`config.mk`:
```
export PLATFORM = sky130hd
export DESIGN_NAME = adaptive_filter_seq
export DESIGN_NICKNAME = d
export VERILOG_FILES = /design/src/rtl/adaptive_filter_seq.sv
export SDC_FILE = /design/constraint.sdc
export NUM_CORES = 1
export LEC_CHECK = 0
export BUFFER_PORTS_ARGS = -buffer_cell sky130_fd_sc_hd__buf_2
export CORE_MARGIN = 2
export CORE_UTILIZATION = 29
export CTS_CLUSTER_SIZE = 28
export DETAILED_ROUTE_END_ITERATION = 8
export HOLD_SLACK_MARGIN = 0.05
export PLACE_DENSITY = 0.5
export SLEW_MARGIN = 20
export SYNTH_ARGS = -nofsm -noshare
export SYNTH_HDL_FRONTEND = slang
export SYNTH_SLANG_ARGS = --single-unit
```
`constraint.sdc`:
```
create_clock -name clk -period 12.95 [get_ports clk]
set_input_delay 0.6475 -clock clk [delete_from_list [all_inputs] [get_ports clk]]
set_output_delay 0.6475 -clock clk [all_outputs]
set_load 0.05 [all_outputs]
```
`src/rtl/adaptive_filter_seq.sv`:
```
// Frame sequencer for the 33-tap adaptive filter: owns the tap delay line, drives
// the datapath enable through the MAC window and hands the error sample downstream.
module adaptive_filter_seq #(
  parameter int DW          = 14,
  parameter int TAPS        = 33,
  parameter int RUN_CYCLES  = 34,
  parameter int DIV_TIMEOUT = 64
) (
  input  logic               clk,
  input  logic               rstn,
  input  logic               s_valid,
  output logic               s_ready,
  input  logic [DW-1:0]      s_data,
  output logic               filt_en,
  output logic [TAPS*DW-1:0] taps_flat,
  input  logic               div_state,
  input  logic [DW-1:0]      e_in,
  output logic [DW-1:0]      e_out,
  output logic               e_valid,
  input  logic               e_ready,
  output logic               busy,
  output logic               timeout_err,
  input  logic               err_clr,
  output logic [15:0]        frame_cnt
);

  // state    | meaning
  // IDLE     | ready for a sample; datapath disabled
  // RUN      | datapath enabled for the MAC/accumulate window
  // WAIT_DIV | enabled, waiting for divider completion or timeout
  // CAPTURE  | one extra enabled cycle, then latch e
  // OUT      | datapath disabled (re-arms), error offered downstream
  localparam logic [2:0] S_IDLE     = 3'd0;
  localparam logic [2:0] S_RUN      = 3'd1;
  localparam logic [2:0] S_WAIT_DIV = 3'd2;
  localparam logic [2:0] S_CAPTURE  = 3'd3;
  localparam logic [2:0] S_OUT      = 3'd4;

  localparam int RW = $clog2(RUN_CYCLES + 1);
  localparam int WW = $clog2(DIV_TIMEOUT + 1);

  logic [2:0]    state;
  logic [RW-1:0] run_cnt;
  logic [WW-1:0] wait_cnt;
  logic [DW-1:0] taps [TAPS];

  always_ff @(posedge clk) begin
    if (rstn) begin
      state       <= S_IDLE;
      run_cnt     <= '0;
      wait_cnt    <= '0;
      e_out       <= '0;
      timeout_err <= 1'b0;
      frame_cnt   <= '0;
      for (int k = 0; k < TAPS; k++) taps[k] <= '0;
    end else begin
      // a timeout set later in this block overrides the clear
      if (err_clr) timeout_err <= 1'b0;
      case (state)
        S_IDLE: begin
          if (s_valid) begin
            for (int k = TAPS - 1; k > 0; k--) taps[k] <= taps[k-1];
            taps[0] <= s_data;
            run_cnt <= '0;
            state   <= S_RUN;
          end
        end
        S_RUN: begin
          run_cnt <= run_cnt + RW'(1);
          if (run_cnt == RW'(RUN_CYCLES - 1)) begin
            wait_cnt <= '0;
            state    <= S_WAIT_DIV;
          end
        end
        S_WAIT_DIV: begin
          if (div_state) begin
            state <= S_CAPTURE;
          end else if (wait_cnt == WW'(DIV_TIMEOUT - 1)) begin
            timeout_err <= 1'b1;
            state       <= S_IDLE;
          end else begin
            wait_cnt <= wait_cnt + WW'(1);
          end
        end
        S_CAPTURE: begin
          e_out <= e_in;
          state <= S_OUT;
        end
        S_OUT: begin
          if (e_ready) begin
            frame_cnt <= frame_cnt + 16'd1;
            state     <= S_IDLE;
          end
        end
        default: state <= S_IDLE;
      endcase
    end
  end

  assign s_ready = (state == S_IDLE);
  assign busy    = (state != S_IDLE);
  assign e_valid = (state == S_OUT);
  assign filt_en = (state == S_RUN) || (state == S_WAIT_DIV) || (state == S_CAPTURE);

  always_comb begin
    taps_flat = '0;
    for (int k = 0; k < TAPS; k++) taps_flat[k*DW +: DW] = taps[k];
  end

endmodule

```
---- After elaboration in Yosys (flattened, before gate mapping) ----
Memories as Yosys holds them, arrays and structs flattened.
Index checks and enable logic that the tools add are counted.
operators by class
  add/subtract/negate cells ............... 3
  eq/ne operators ......................... 12
  muxes and demuxes ....................... 55
  bitwise gates (word level) .............. 33
  reduce and logical (&&, ||, !) cells .... 10
operator list
  kind                                                  number
  two-way mux 14 bit                                    33
  bitwise OR 1 bit                                      33
  two-way mux 7 bit                                     3
  adder 16 x 1 -> 16 bit (second input constant)        1
  two-way mux 3 bit                                     5
  case mux 3 bit (5 select lines)                       1
  case mux 7 bit (2 select lines)                       1
  case mux 6 bit (2 select lines)                       1
  two-way mux 1 bit                                     10
  inequality test 2 bit (second input constant)         4
  AND reduction 4 bit                                   2
  adder 7 x 1 -> 7 bit (second input constant)          1
  equality test 7 x 6 -> 1 bit (second input constant)  1
  adder 6 x 1 -> 6 bit (second input constant)          1
  equality test 3 x 2 -> 1 bit (second input constant)  2
  equality test 6 bit (second input constant)           1
  two-way mux 6 bit                                     1
  AND reduction 2 bit                                   2
  nonzero test 2 bit                                    2
  equality test 3 x 1 -> 1 bit (second input constant)  1
  equality test 3 bit (second input constant)           1
  zero test 3 bit                                       1
  inequality test 3 bit (second input constant)         1
  nonzero test 3 bit                                    1
  other kinds (2)                                       3
word-level totals
  register bits ........................... 47
  RAM bits ................................ 462
  input bits .............................. 34
  output and inout bits ................... 497
  memories ................................ 1
memories
  memory  depth  bits a word  read ports  clocked after memory_dff  write ports  line  RTL
  taps    33     14           33          0                         33           45    logic [DW-1:0] taps [TAPS];

---- Logic depth before layout (Yosys ltp) ----
  depth in word-level cells ............... 5
  depth in mapped cells ................... 6
  gate-level depth less buffers ........... 6

---- Worst setup path after synthesis ----
Ideal clock, no wire load.
  kind .................................... flip-flop to flip-flop
  from .................................... register state[0]
  to ...................................... memory taps[0][0], enable pin
  library setup time ...................... 0.811 ns
  arrival time ............................ 10.967 ns
  required time ........................... 12.139 ns
  path slack .............................. 1.172 ns
  stages on the path, launching flop included .. 5
  path buffers ............................ 1
  clock period less this slack ............ 11.778 ns
  cell sequence ........................... dfxtp_1 buf_2 nor3_1 a21oi_1 inv_1
RTL lines
  element                 line  RTL
  from (decl)             42    logic [2:0] state;
  from (signal assigned)  49    state <= S_IDLE;
  from (signal assigned)  65    state <= S_RUN;
  from (signal assigned)  72    state <= S_WAIT_DIV;
  to (decl)               45

==> flow_summary.html <==
<table>
<tr><th>Metric</th><th>Value</th></tr>
<tr><th colspan="2">Critical path</th></tr>
<tr><td>Type of the setup path with the least slack</td><td>reg2reg</td></tr>
<tr><td>Destination of the worst register-to-register timing path</td><td>taps[0][253]</td></tr>
<tr><td>Timing startpoint of the critical path</td><td>state[0]</td></tr>
<tr><td>Endpoint kind of the worst setup timing path</td><td>register</td></tr>
<tr><td>Reg-to-reg critical path startpoint</td><td>state[0]</td></tr>
<tr><td>Required arrival time at the worst endpoint</td><td>13.16 ns</td></tr>
<tr><td>Critical-path maximum fanout</td><td>138</td></tr>
<tr><td>Kind of launch point of the worst setup path</td><td>register</td></tr>
<tr><td>Worst setup path endpoint</td><td>taps[0][253]</td></tr>
<tr><td>R2r setup slk</td><td>8.83 ns</td></tr>
<tr><td>Arrival time of data at the critical path endpoint</td><td>4.33 ns</td></tr>
<tr><td>Reg2Reg Depth</td><td>5</td></tr>
<tr><th colspan="2">Timing</th></tr>
<tr><td>Hold violation count in the final report</td><td>0</td></tr>
<tr><td>Max-slew headroom at the worst pin</td><td>0.254</td></tr>
<tr><td>Setup violation total in the final timing report</td><td>0</td></tr>
<tr><td>Final worst path period share</td><td>0.318</td></tr>
<tr><td>Number of max-slew violations in the final report</td><td>0</td></tr>
<tr><td>Worst-margin pin slew</td><td>1.12 ns</td></tr>
<tr><td>Aggregate negative setup slack</td><td>0 ns</td></tr>
<tr><td>Crit path time final</td><td>4.12 ns</td></tr>
<tr><td>RSZ-0062 raised after global routing</td><td>no</td></tr>
<tr><td>Skew final</td><td>0.0167 ns</td></tr>
<tr><td>Max Freq</td><td>243 MHz</td></tr>
<tr><th colspan="2">Clocking</th></tr>
<tr><td>Max clock buf depth</td><td>3</td></tr>
<tr><td>Hold buffer count at CTS</td><td>0</td></tr>
<tr><td>Clock-pin slew on the worst setup and hold paths</td><td>0.06 ns</td></tr>
<tr><td>Number of buffers created by CTS</td><td>56</td></tr>
<tr><td>Number of H-tree levels</td><td>2</td></tr>
<tr><td>Post-CTS setup buffers</td><td>0</td></tr>
<tr><td>Clock root buffer</td><td>clkbuf_16</td></tr>
<tr><td>Count of clock tree sinks</td><td>509</td></tr>
<tr><td>TritonCTS clock tree</td><td>built</td></tr>
<tr><td>Number of gates resized after cts</td><td>0</td></tr>
<tr><td>Later-pin clock latency in the skew report</td><td>0.59 ns</td></tr>
<tr><th colspan="2">Pwr</th></tr>
<tr><td>Power spent charging and discharging nets</td><td>1.24 mW</td></tr>
<tr><td>Share of total power in sequential cells</td><td>0.473</td></tr>
<tr><td>Net switching fraction of the power</td><td>0.296</td></tr>
<tr><td>Static Leakage</td><td>10.5 nW</td></tr>
<tr><td>Share of power burned in combinational logic</td><td>0.151</td></tr>
<tr><td>Worst IR Drop VDD</td><td>0.117 mV</td></tr>
<tr><td>P per Cell Area</td><td>171 nW/um^2</td></tr>
<tr><td>Part of the power in the clock network</td><td>0.376</td></tr>
<tr><td>Pint</td><td>2.96 mW</td></tr>
<tr><th colspan="2">Detailed routing</th></tr>
<tr><td>DRC marker count from the first detailed-route iteration</td><td>919</td></tr>
<tr><td>Number of DRC violations after detailed routing</td><td>0</td></tr>
<tr><td>Antenna-violating nets left</td><td>0</td></tr>
<tr><td>Post-detailed-route via-to-cell ratio</td><td>4.28</td></tr>
<tr><td>Wire length per cell</td><td>18.2 um</td></tr>
<tr><td>Aggregate routed wire length</td><td>48.6 mm</td></tr>
<tr><td>Router iterations before antenna repair</td><td>5</td></tr>
<tr><td>Via count</td><td>11500</td></tr>
<tr><th colspan="2">Placed design</th></tr>
<tr><td>DP Wirelength</td><td>33.1 mm</td></tr>
<tr><td>Number of buffers inserted by port buffering</td><td>530</td></tr>
<tr><td>Count of placed standard cells including taps</td><td>2575</td></tr>
<tr><td>GP Congestion</td><td>0.807</td></tr>
<tr><th colspan="2">Synth</th></tr>
<tr><td>Post-synth top flop</td><td>edfxtp_1</td></tr>
<tr><td>Seq/Total Area, Yosys</td><td>0.776</td></tr>
<tr><td>Cells after synthesis</td><td>1238</td></tr>
<tr><td>Synthesis warning total</td><td>0</td></tr>
<tr><td>Post-synth top area share</td><td>0.727</td></tr>
<tr><td>Top cells by count, synth</td><td>and2_1 (463), edfxtp_1 (462), clkbuf_1 (56), dfxtp_1 (47), nand2_1 (45)</td></tr>
<tr><td>Post-synthesis cell type count</td><td>45</td></tr>
<tr><td>Post-Synthesis Cell Area</td><td>19100 um^2</td></tr>
<tr><td>Most area-consuming cells after synthesis</td><td>edfxtp_1 (73%), and2_1 (15%), dfxtp_1 (4.9%)</td></tr>
<tr><td>Cell type with the highest aggregate area in the netlist</td><td>edfxtp_1</td></tr>
<tr><td>Count of flip-flops with a built-in enable after synthesis</td><td>462</td></tr>
<tr><td>Flip-flop and latch count after synthesis</td><td>509</td></tr>
<tr><td>Mapped Avg Cell Area</td><td>15.4 um^2</td></tr>
<tr><td>Most numerous cell in the Yosys netlist</td><td>and2_1</td></tr>
<tr><td>Share of flip-flops with an asynchronous set or reset after synthesis</td><td>0</td></tr>
<tr><td>Syn Nets</td><td>1276</td></tr>
<tr><th colspan="2">Cells and area</th></tr>
<tr><td>Area added between synthesis and finish</td><td>28.3%</td></tr>
<tr><td>Layout Nets</td><td>1808</td></tr>
<tr><td>Fraction of layout instances using a drive strength above 1</td><td>0.345</td></tr>
<tr><td>Number of standard cells in the final layout excluding fillers</td><td>2678</td></tr>
<tr><th colspan="2">GRT</th></tr>
<tr><td>Met2 layer usage reported by global route</td><td>0.221</td></tr>
<tr><td>Peak-usage layer in the global routing report</td><td>met2</td></tr>
<tr><td>Wire length of the first global-routing pass</td><td>71.2 mm</td></tr>
<tr><td>Total track usage</td><td>0.136</td></tr>
<tr><td>Antenna violations before repair</td><td>0</td></tr>
<tr><td>Number of global-route vias before repair</td><td>11600</td></tr>
<tr><td>Overflow left after global routing</td><td>0</td></tr>
<tr><td>Maximum number of pins on one net before global-route repair</td><td>268</td></tr>
<tr><td>Met3 usage in global routing</td><td>0.0659</td></tr>
<tr><td>GR Util met1</td><td>0.160</td></tr>
<tr><th colspan="2">Run</th></tr>
<tr><td>Number of maximum-capacitance constraint violations</td><td>0</td></tr>
<tr><th colspan="2">Run status</th></tr>
<tr><td>Outcome</td><td>completed</td></tr>
<tr><th colspan="2">Die</th></tr>
<tr><td>Initial Utilization</td><td>0.291</td></tr>
<tr><td>Y dimension of the die</td><td>261 um</td></tr>
<tr><td>Die area</td><td>67900 um^2</td></tr>
<tr><td>Chip width</td><td>261 um</td></tr>
<tr><td># rows</td><td>94</td></tr>
<tr><td>Top-Level Pins</td><td>531</td></tr>
<tr><td>Core area</td><td>65500 um^2</td></tr>
<tr><th colspan="2">Min path</th></tr>
<tr><td>Class of the worst hold path</td><td>in2reg</td></tr>
</table>
## logic make-up (layout without fill, tap and decap cells)
kind of cell	count (synthesis)	in the layout	synth area share
AO/OA/AOI/OAI	46	46	0.0136
XOR/XNOR	11	11	0.00505
adder cells (fa/ha/maj)	4	4	0.00262
buffers and inverters	70	645	0.0142
flip-flops	509	509	0.776
multiplexers	1	1	0.000524
other	0	1	0
AND/OR/NAND/NOR	597	597	0.188
## power groups by stage
| stage | Clock [mW] | Sequential [mW] | Combinational (mW) |
|---|---|---|---|
| 6_report | 1.58 | 1.99 | 0.635 |
| 3_5_place_dp | 0 | 2.02 | 0.641 |
| 2_1_floorplan | 0 | 2.43 | 0.0810 |
| 3_3_place_gp | 0 | 2.02 | 0.642 |
| 5_1_grt | 1.69 | 2.00 | 0.661 |
| 4_1_cts | 1.63 | 1.99 | 0.641 |
## layout by cell type, fill, tap and decap left out, drive strengths merged, types with 5 or more instances in the layout
master / netlist / final
nor3: 7 / 7
a21oi: 27 / 27
bufinv: 0 / 5
nand4: 9 / 9
clkinv: 0 / 21
nand2: 45 / 45
nor2: 25 / 25
clkbuf: 56 / 72
or4: 5 / 5
xnor2: 7 / 7
dfxtp: 47 / 47
inv: 7 / 10
o21ai: 8 / 8
nand3: 18 / 18
and2: 463 / 463
edfxtp: 462 / 462
buf: 7 / 537
## per-stage QoR
| step | hold slack (ns) | worst slack (ns) | power, mW | area (um^2) | utilization |
|---|---|---|---|---|---|
| floorplan | 0.439 | 1.17 | 2.52 | 19100 | - |
| global placement | 0.441 | 8.33 | 2.66 | 22700 | 0.346 |
| detailed placement | 0.444 | 8.26 | 2.66 | 22700 | 0.346 |
| CTS | 0.241 | 8.80 | 4.26 | 24500 | 0.374 |
| global route | 0.266 | 8.47 | 4.35 | 24500 | 0.374 |
| finish | 0.300 | 8.83 | 4.20 | 24500 | 0.374 |
## state kept, by name, summed over array words and instances, names as in the netlist
signal and cells:
wait_cnt 7, state 3, e_out 14, frame_cnt 16
taps 462, run_cnt 6, timeout_err 1
## area by class of cell
type / instances / area [um^2]
inverter: 7 / 33.8
multi-input combinational: 659 / 4010
clock buffer: 72 / 1530
sequential: 509 / 14800
fill: 6381 / 41000
clock inverter: 29 / 273
tap: 864 / 1080
antenna: 1 / 2.50
timing repair buffer: 537 / 2740
## how the worst min path moves through the flow
stage	cells after the start	startpoint	slack [ns]	end
final	3	e_in[7]	0.30	e_out[7]
after global routing	3	e_in[7]	0.27	e_out[7]
after CTS	3	e_in[11]	0.24	e_out[11]
after detailed placement	2	e_out[11]	0.44	e_out[11]
after global placement	2	e_out[3]	0.44	e_out[3]
after floorplan	1	wait_cnt[6]	0.44	wait_cnt[6]
## metal layers
layer,share of wire,wire [um]
met1,0.40,19300
met2,0.47,22700
met3,0.11,5490
met4,0.023,1130
met5,0,0
## worst max-delay path: stages, from the launching register on
cell	delay, ns
dfxtp_1	0.42
nor3_1	0.42
a21oi_1	0.27
inv_8	0.70
buf_4	0.87
buf_4	0.83
Power figures use the tool's default switching activity.
